File: config.mk
export PLATFORM = sky130hd
export DESIGN_NAME = ifetch_unit
export DESIGN_NICKNAME = d
export VERILOG_FILES = /design/src/rtl/ifetch_unit.sv
export SDC_FILE = /design/constraint.sdc
export NUM_CORES = 1
export LEC_CHECK = 0
export ABC_CLOCK_PERIOD_IN_PS = 6900
export BUFFER_PORTS_ARGS = -buffer_cell sky130_fd_sc_hd__buf_2
export CAP_MARGIN = 30
export CORE_UTILIZATION = 58
export DETAILED_ROUTE_END_ITERATION = 10
export PLACE_DENSITY_LB_ADDON = 0.08
export SETUP_SLACK_MARGIN = 0.1
export SLEW_MARGIN = 20
export SYNTH_ARGS = -nofsm -noshare
export SYNTH_HDL_FRONTEND = slang
export SYNTH_SLANG_ARGS = --single-unit
export TNS_END_PERCENT = 20
File: constraint.sdc
create_clock -name clk_i -period 6.9 [get_ports clk_i]
set_input_delay 0.345 -clock clk_i [delete_from_list [all_inputs] [get_ports clk_i]]
set_output_delay 0.345 -clock clk_i [all_outputs]
set_load 0.005 [all_outputs]
File: src/rtl/ifetch_unit.sv
// Instruction-fetch stage with IF/ID pipeline register; single-outstanding imem req/ack.
// Optional one-entry stall buffer (S_HOLD) enabled by defining IFETCH_BUF_EN.
module ifetch_unit #(
  parameter logic [31:0] RESET_PC = 32'h0000_0000,
  parameter logic [31:0] NOP_INST = 32'h0000_0013
) (
  input  logic        clk_i,
  input  logic        rst_i,
  input  logic        stall_i,
  input  logic        redirect_i,
  input  logic [31:0] redirect_pc_i,
  output logic        imem_req_o,
  output logic [31:0] imem_addr_o,
  input  logic        imem_ack_i,
  input  logic [31:0] imem_rdata_i,
  output logic        if_id_valid_o,
  output logic [31:0] if_id_pc_o,
  output logic [31:0] if_id_inst_o
);

`ifdef IFETCH_BUF_EN
  typedef enum logic [1:0] {S_BOOT, S_FETCH, S_DRAIN, S_HOLD} state_t;
  logic [31:0] buf_pc_q;
  logic [31:0] buf_inst_q;
`else
  typedef enum logic [1:0] {S_BOOT, S_FETCH, S_DRAIN} state_t;
`endif

  state_t      state_q;
  logic        req_q;
  logic [31:0] pc_q;
  logic [31:0] redir_q;
  logic        valid_q;
  logic [31:0] id_pc_q;
  logic [31:0] id_inst_q;
  logic        xfer;

  assign xfer          = req_q & imem_ack_i;
  assign imem_req_o    = req_q;
  assign imem_addr_o   = pc_q;
  assign if_id_valid_o = valid_q;
  assign if_id_pc_o    = id_pc_q;
  assign if_id_inst_o  = id_inst_q;

  always_ff @(posedge clk_i or posedge rst_i) begin
    if (rst_i) begin
      state_q   <= S_BOOT;
      req_q     <= 1'b0;
      pc_q      <= RESET_PC;
      redir_q   <= RESET_PC;
      valid_q   <= 1'b0;
      id_pc_q   <= RESET_PC;
      id_inst_q <= NOP_INST;
`ifdef IFETCH_BUF_EN
      buf_pc_q   <= RESET_PC;
      buf_inst_q <= NOP_INST;
`endif
    end else begin
      case (state_q)
        S_BOOT: begin
          state_q <= S_FETCH;
          req_q   <= 1'b1;
          if (redirect_i) pc_q <= redirect_pc_i;
        end

        S_FETCH: begin
          if (redirect_i) begin
            // Redirect beats stall; an in-flight request must still be drained.
            valid_q   <= 1'b0;
            id_pc_q   <= pc_q;
            id_inst_q <= NOP_INST;
            if (req_q && !imem_ack_i) begin
              redir_q <= redirect_pc_i;
              state_q <= S_DRAIN;
            end else begin
              pc_q <= redirect_pc_i;
            end
          end else if (xfer && !stall_i) begin
            valid_q   <= 1'b1;
            id_pc_q   <= pc_q;
            id_inst_q <= imem_rdata_i;
            pc_q      <= pc_q + 32'd4;
          end else if (xfer) begin
`ifdef IFETCH_BUF_EN
            buf_pc_q   <= pc_q;
            buf_inst_q <= imem_rdata_i;
            pc_q       <= pc_q + 32'd4;
            req_q      <= 1'b0;
            state_q    <= S_HOLD;
`endif
          end else if (!stall_i) begin
            valid_q   <= 1'b0;
            id_pc_q   <= pc_q;
            id_inst_q <= NOP_INST;
          end
        end

        S_DRAIN: begin
          valid_q   <= 1'b0;
          id_pc_q   <= pc_q;
          id_inst_q <= NOP_INST;
          if (redirect_i) redir_q <= redirect_pc_i;
          if (imem_ack_i) begin
            pc_q    <= redirect_i ? redirect_pc_i : redir_q;
            state_q <= S_FETCH;
          end
        end

`ifdef IFETCH_BUF_EN
        S_HOLD: begin
          if (redirect_i) begin
            valid_q   <= 1'b0;
            id_pc_q   <= pc_q;
            id_inst_q <= NOP_INST;
            pc_q      <= redirect_pc_i;
            req_q     <= 1'b1;
            state_q   <= S_FETCH;
          end else if (!stall_i) begin
            valid_q   <= 1'b1;
            id_pc_q   <= buf_pc_q;
            id_inst_q <= buf_inst_q;
            req_q     <= 1'b1;
            state_q   <= S_FETCH;
          end
        end
`endif

        default: begin
          state_q <= S_BOOT;
          req_q   <= 1'b0;
        end
      endcase
    end
  end

endmodule

* Word-level counts from Yosys, hierarchy flattened
Index checks and enable logic that the tools add are counted.
** Storage, ports and cells
- Flip-flop bits (word level) :: 132
- Output and inout bits :: 98
- Word-level logic and storage cells :: 61
** Cells by class
- Add/subtract/negate cells :: 1
- Equal/unequal tests :: 10
- Muxes and demuxes :: 30
- Bitwise logic cells :: 1
- Reduce and logical (&&, ||, !) cells :: 12
** Operators with widths (count)
- $mux W32 :: 16
- $pmux W32 S2 :: 3
- $pmux W32 S3 :: 1
- $add A32 B3 Y32 const B :: 1
- $reduce_and A3 Y1 :: 3
- $ne A2 B2 Y1 const B :: 4
- $ne A4 B4 Y1 const B :: 2
- $mux W2 :: 3
- $ne A3 B3 Y1 const B :: 2
- $pmux W2 S3 :: 1
- $reduce_and A5 Y1 :: 1
- $mux W1 :: 4
- $pmux W1 S2 :: 2
- $reduce_bool A3 Y1 :: 1
- $eq A2 B1 Y1 const B :: 1
- $eq A2 B2 Y1 const B :: 1
- $logic_and A1 B1 Y1 :: 2
- $logic_not A1 Y1 :: 2
- $logic_not A2 Y1 :: 1
- $reduce_bool A2 Y1 :: 1
- $reduce_or A2 Y1 :: 1
- $and A1 B1 Y1 :: 1

* Longest topological paths before layout
Gate-level depths: netlist (run 1).
- Word-level depth :: 5
- Gate-level depth with buffers :: 9

* Least setup slack after synthesis (run 1)
OpenSTA, ideal clock, no wires.
- Kind :: register to register
- Start :: reg state_q[1]
- End :: reg redir_q[0]
- Library setup time :: 0.125 ns
- Arrival :: 1.904 ns
- Setup slack :: 4.871 ns
- Cell stages (with the launch flop) :: 8
- Path buffers :: 2
- Period minus slack after synthesis :: 2.029 ns
- Cell sequence :: dfrtp_1 inv_1 ha_1 buf_2 mux2_2 nand2_1 buf_2 mux2_2
** On the way
- Cells in the longest elaborated chain, start to end :: 3
- Elaborated cells on any way between the ends :: 7
** RTL lines
- from (decl) :: line 29 : state_t state_q;
- from (signal assigned) :: line 47 : state_q <= S_BOOT;
- from (signal assigned) :: line 61 : state_q <= S_FETCH;
- from (signal assigned) :: line 74 : state_q <= S_DRAIN;
- $eq A2 B1 Y1 or $eq A2 B2 Y1 (tied branches) :: line 59 : case (state_q)
- $ne A2 B2 Y1 (no source line) or $reduce_bool A2 Y1 (tied branches)
- $reduce_and A3 Y1 (no source line)
- to (signal assigned) :: line 73 : redir_q <= redirect_pc_i;
- to (signal assigned) :: line 102 : if (redirect_i) redir_q <= redirect_pc_i;
- to (decl) :: line 32 : logic [31:0] redir_q;
Several ways; a longest one is shown, not always the timed one.
A chain may end at the register's enable or synchronous reset.

* Final worst setup path (run 1)
- Start :: reg state_q[1]
- End :: reg id_inst_q[10], in the netlist if_id_inst_o[10]
** On the way
- Cells in the longest elaborated chain, start to end :: 3
- Elaborated cells on any way between the ends :: 7
** RTL lines
- $eq A2 B1 Y1 or $eq A2 B2 Y1 (tied branches) :: line 59
- $ne A4 B4 Y1 (no source line) or $reduce_bool A2 Y1 (tied branches)
- $reduce_and A3 Y1 (no source line)
- to (signal assigned) :: line 81 : id_inst_q <= imem_rdata_i;
- to (decl) :: line 35 : logic [31:0] id_inst_q;
Several ways; a longest one is shown, not always the timed one.

==> flow_summary.json, run 1 <==
{
  "status": "finished, final reports clean",
  "final.setup.tns_ps": 0,
  "worst_hold_slack_ps": 42.5,
  "critPathSlowestCell": "ha_1",
  "startpoint_type": "flip-flop",
  "ys_ff_latch": 132,
  "cts_hold_buf": 0,
  "grt_pass1_wl_mm": 28.7,
  "power_density_nw_per_um2": 506,
  "crit_chain": "inv_1 > ha_1 > nor2b_1 > nand2_1 > nand2_4 > nor2_2 > buf_6 > a22o_1",
  "synthArstFlopShare": 1.00,
  "fmax_mhz": 267,
  "syn_inst": 685,
  "fin_crit_ps": 3740,
  "worst_slack_ps": 3160,
  "grt_max_degree": 75,
  "hold_path.class": "input port to async pin",
  "grt.overflow.total": 0,
  "grt_usage": 0.318,
  "antenna_found_initial": 0,
  "drt_pass1_iterations": 5,
  "h-tree-depth": 4,
  "die_y_um": 109,
  "core_area_um2": 11000,
  "critPathMaxFanout": 68,
  "drtAntennaViolNets": 0,
  "r2r_start": "state_q[1]$_DFFE_PP0P_",
  "relSlewSlack": 0.346,
  "synth_edf_count": 0,
  "clk_pin_slew_ps": 60,
  "cap_viol_max_count": 0,
  "drive_gt1_frac": 0.302,
  "vias": 6255,
  "rsz0062_at_grt": "false",
  "nets": 902,
  "cts_made_buffers": 17,
  "yosysTopAreaCell": "dfrtp_1",
  "die_area_um2": 12000,
  "vias_per_cell": 6.38,
  "drv_slew": 0,
  "endpoint_kind": "flip-flop",
  "cts_tree": "yes",
  "antenna_cells": 0,
  "initial_core_util": 0.606,
  "rows": 38,
  "yosysMostFrequentCell": "dfrtp_1",
  "ys_top_cells_by_count": "129 x dfrtp_1, 124 x nand2_1, 49 x o21ai_0",
  "fin_crit_sh": 0.542,
  "grt_pass1_vias": 5852,
  "critPathMaxStageDelay_ps": 810,
  "regArea_um2": 3310,
  "crit_type": "flip-flop to flip-flop",
  "finClkSkew_ps": 5.77,
  "wire_per_inst_um": 19.0,
  "synth.yosys.seq_area_share": 0.495,
  "synth_top_area_share": 0.483,
  "hold_violations": 0,
  "ctsResizeCount": 0,
  "dp_slack_ps": 3240,
  "ys_types": 65,
  "setup_viol": 0,
  "clockBufferDepth": 2,
  "synthesis.nets": 759,
  "multi_input_area_um2": 3110,
  "io_buffer_count": 166,
  "synthTopCellsByArea": "dfrtp_1 48%, nand2_1 7.0%, mux2_2 5.7%",
  "peakVddDrop_mv": 0.348,
  "top_level_ports": 167,
  "syn_area_um2": 6680,
  "leakage_uw": 0.00397,
  "reg2reg_to": "if_id_inst_o[10]$_DFFE_PP0P_",
  "place_congestion": 0.868,
  "clockRootBuffer": "clkbuf_16",
  "critPathRequiredTime_ps": 7200,
  "fp.dieW_um": 109,
  "route.detailed.drc": 0,
  "clk_latency_ps": 420,
  "area_growth_pct": 22.3,
  "syn_area_per_cell_um2": 9.75,
  "hpwlAfterDp_mm": 12.0,
  "num-fill-cells": 824,
  "reg2reg_depth": 8,
  "yosys_most_used_dff": "dfrtp_1",
  "tightest_slew_ps": 981,
  "cts_setup_buffers": 0,
  "ys_warn_count": 0,
  "drt_wl_total_mm": 18.6,
  "clock-sinks": 132,
  "drtIter0Drc": 611,
  "rrSetupSlack_ps": 3160,
  "arrival_ps": 4040
}
[flip-flops by register name, summed over array words and instances (netlist names)]
register and count:
state_q 2, redir_q 32, imem_req_o 1, if_id_valid_o 1
imem_addr_o 32, if_id_inst_o 32, if_id_pc_o 32
[stage by stage]
step                total power (uW)  utilization  area, um2  instances
finish                          4130        0.740       8170        981
detailed placement              3170        0.683       7530        947
CTS                             4070        0.736       8120        979
floorplan                       2600            -       6680        685
global placement                3080        0.681       7520        946
global route                    4390        0.740       8170        981
[power breakdown]
group | leakage, uW | internal (uW) | switching (uW)
Sequential | 0.00166 | 1100 | 302
Clock | 0.000284 | 550 | 331
Combinational | 0.00203 | 741 | 1110
[final cells by class]
class,count,area share
repair buffers,175,0.114
clock inverters,8,0.00889
well taps,140,0.0214
inverters,15,0.00720
multi-input cells,487,0.380
clock buffers,24,0.0627
flip-flops and latches,132,0.405
[cells in the final DEF (no fill, tap or decap), types with 11 or more instances in the layout]
cell / count
dfrtp_1: 129
nor2_1: 37
a22o_1: 37
o21ai_0: 49
a221oi_1: 11
buf_2: 166
clkbuf_16: 17
inv_1: 13
nand2_1: 123
nand3_1: 15
mux2_2: 34
nand4_1: 15
a21oi_1: 20
[metal layers]
metal	track usage	share of wire	up-vias	wire (um)
met5	0	0	-	0
met4	0.172	0.032	0	587
met1	0.400	0.41	3070	7660
met2	0.509	0.47	339	8780
li1	-	-	2794	-
met3	0.0717	0.085	52	1580
[cell families (layout without fill, tap and decap cells)]
logic type	Yosys count	count (layout)	synth area share
fa+ha+maj	5	5	0.00937
simple gates	241	241	0.167
buf+inv	66	222	0.0423
compound gates	191	191	0.207
xor+xnor	7	7	0.00918
flops	132	132	0.495
mux	43	43	0.0708
[worst max-delay path: cells and delay by family (launching register included)]
kind	cells	cell delay [ps]
fa+ha+maj	1	810
flops	1	400
compound gates	1	190
simple gates	4	1840
buf+inv	2	350
[worst max-delay path by stage]
| stage | startpoint | depth (start not counted) | slack [ps] | end |
|---|---|---|---|---|
| finish | state_q[1]$_DFFE_PP0P_ | 8 | 3160 | if_id_inst_o[10]$_DFFE_PP0P_ |
| global route | state_q[1]$_DFFE_PP0P_ | 8 | 2880 | if_id_inst_o[10]$_DFFE_PP0P_ |
| CTS | state_q[1]$_DFFE_PP0P_ | 8 | 3170 | if_id_inst_o[10]$_DFFE_PP0P_ |
| detailed placement | state_q[1]$_DFFE_PP0P_ | 8 | 3240 | if_id_inst_o[10]$_DFFE_PP0P_ |
| global placement | state_q[1]$_DFFE_PP0P_ | 7 | 3070 | if_id_inst_o[2]$_DFFE_PP0P_ |
| floorplan | rst_i | 1 | 3030 | if_id_inst_o[10]$_DFFE_PP0P_ |
(Power assumes the default switching activity.)
==> run 2, diff against run 1 <==
--- a/config.mk
+++ b/config.mk
@@ -5,10 +5,10 @@
 export SDC_FILE = /design/constraint.sdc
 export NUM_CORES = 1
 export LEC_CHECK = 0
-export ABC_CLOCK_PERIOD_IN_PS = 6900
+export ABC_CLOCK_PERIOD_IN_PS = 3300
 export BUFFER_PORTS_ARGS = -buffer_cell sky130_fd_sc_hd__buf_2
 export CAP_MARGIN = 30
-export CORE_UTILIZATION = 58
+export CORE_UTILIZATION = 48
 export DETAILED_ROUTE_END_ITERATION = 10
 export PLACE_DENSITY_LB_ADDON = 0.08
 export SETUP_SLACK_MARGIN = 0.1
==> constraint.sdc (replaced) <==
create_clock -name clk_i -period 3.3 [get_ports clk_i]
set_input_delay 0.165 -clock clk_i [delete_from_list [all_inputs] [get_ports clk_i]]
set_output_delay 0.165 -clock clk_i [all_outputs]
set_load 0.005 [all_outputs]
==> run 2 against run 1 <==
Compared with the run above: sequential share of layout area fell by 2.7 points; routed wire length is 8.6% higher; critical path depth fell by 1; clock skew grew 0.70 ps; first-iteration DRC count is 15% lower; core utilization is 8.8 points lower.
==> flow_summary.json, run 2 (same netlist as run 1, synthesis figures left out) <==
{
  "hold_path.class": "input port to flip-flop",
  "power_density_nw_per_um2": 1020,
  "fmax_mhz": 424,
  "grt_usage": 0.288,
  "nets": 956,
  "crit_type": "flip-flop to flip-flop",
  "grt.overflow.total": 0,
  "rsz0062_at_grt": "false",
  "reg2reg_to": "imem_addr_o[19]$_DFFE_PP0P_",
  "grt.met1_usage": 0.388,
  "startpoint_type": "flip-flop",
  "final.setup.tns_ps": 0,
  "dp_slack_ps": 984,
  "grt_max_degree": 68,
  "antenna_found_initial": 0,
  "route.detailed.drc": 0,
  "fp.dieW_um": 120,
  "r2r_start": "state_q[0]$_DFFE_PP0P_",
  "grt_use_met2": 0.456,
  "finClkSkew_ps": 6.47,
  "hold_end": "redir_q[2]$_DFFE_PP0P_",
  "tightest_slew_ps": 731,
  "clk_latency_ps": 420,
  "peakVddDrop_mv": 0.907,
  "rows": 42,
  "cts_tree": "yes",
  "vias_per_cell": 5.82,
  "initial_core_util": 0.499,
  "critPathRequiredTime_ps": 3590,
  "arrival_ps": 2650,
  "cp-startpoint": "state_q[0]$_DFFE_PP0P_",
  "clockRootBuffer": "clkbuf_16",
  "grt_pass1_vias": 6131,
  "hold_violations": 0,
  "drtAntennaViolNets": 0,
  "status": "finished, final reports clean",
  "fin_crit_ps": 2360,
  "min_path_cells": 2,
  "drv_slew": 0,
  "use_met3": 0.0594,
  "endpoint_kind": "flip-flop",
  "hpwlAfterDp_mm": 13.5,
  "grt_pass1_wl_mm": 32.2,
  "wire_per_inst_um": 18.9,
  "drt_pass1_iterations": 7,
  "core_area_um2": 13400,
  "drive_gt1_frac": 0.299,
  "worst_slack_ps": 939,
  "cts_made_buffers": 17,
  "area_growth_pct": 30.8,
  "drtIter0Drc": 522,
  "h-tree-depth": 4,
  "antenna_cells": 0,
  "clock-sinks": 132,
  "min-delay-start": "redirect_pc_i[2]",
  "post-route-util": 0.652,
  "cts_setup_buffers": 0,
  "relSlewSlack": 0.509,
  "cap_viol_max_count": 0,
  "critPathMaxFanout": 16,
  "rrSetupSlack_ps": 940,
  "vias": 6235,
  "clockBufferDepth": 2,
  "io_buffer_count": 166,
  "final_common_cell": "buf_2",
  "die_y_um": 120,
  "place_congestion": 0.856,
  "die_area_um2": 14400,
  "drt_wl_total_mm": 20.2,
  "clk_pin_slew_ps": 60,
  "top_level_ports": 167,
  "setup_viol": 0,
  "grt-busiest-layer": "met2",
  "final_cell_mix": "166 x buf_2, 129 x dfrtp_1, 123 x nand2_1, 49 x o21ai_0, 40 x dlygate4sd3_1",
  "reg2reg_depth": 7,
  "fin_crit_sh": 0.715,
  "leakage_uw": 0.00421,
  "worst_hold_slack_ps": 11.4
}
## run 2: final cells by class
cell class | instances | area (um2)
repair buffers | 229 | 1450
multi-input cells | 487 | 3100
well taps | 176 | 220
clock buffers | 21 | 480
clock inverters | 11 | 124
flip-flops and latches | 132 | 3310
inverters | 15 | 60.1
fillers | 1114 | 4660
## run 2: worst max path at each step
| stage | slack, ps | cells after the start | to |
|---|---|---|---|
| floorplan | 1270 | 7 | redir_q[0]$_DFFE_PP0P_ |
| global placement | 1030 | 6 | imem_addr_o[24]$_DFFE_PP0P_ |
| detailed placement | 980 | 6 | imem_addr_o[24]$_DFFE_PP0P_ |
| CTS | 960 | 6 | imem_addr_o[24]$_DFFE_PP0P_ |
| global route | 780 | 6 | imem_addr_o[24]$_DFFE_PP0P_ |
| finish | 940 | 7 | imem_addr_o[19]$_DFFE_PP0P_ |
## run 2: per-layer routing
metal,up-vias,part of all wire
met3,32,0.080
met4,0,0.017
met1,3026,0.43
li1,2905,-
met2,272,0.48
met5,-,0
## run 2: through the flow
| step | cells | cell area, um2 | total power [uW] |
|---|---|---|---|
| after global routing | 1071 | 8740 | 9500 |
| after global placement | 998 | 7710 | 6730 |
| after CTS | 1070 | 8710 | 8890 |
| final | 1071 | 8740 | 8900 |
| after floorplan | 685 | 6680 | 5430 |
| after detailed placement | 998 | 7710 | 6930 |
## run 2: critical path, cell delays in order, from the launching register on
cell and delay, ps:
dfrtp_1 390, inv_1 90, ha_1 230, nor3_1 400
a211o_1 590, buf_4 300, a21oi_1 60, a2bb2oi_1 150
## run 2: what timing repair did
item                                    CTS  global route
endpoints found under the setup margin    0             0
hold buffers                             40             0
hold endpoints to repair                 78             0
resized for setup                         0             0
## run 2: power breakdown
group | switching [uW] | total, uW | leakage [uW] | internal [uW]
combinational | 2350 | 4030 | 0.00226 | 1670
sequential | 668 | 2970 | 0.00166 | 2300
clock | 712 | 1900 | 0.000292 | 1190
total | 3730 | 8900 | 0.00421 | 5170
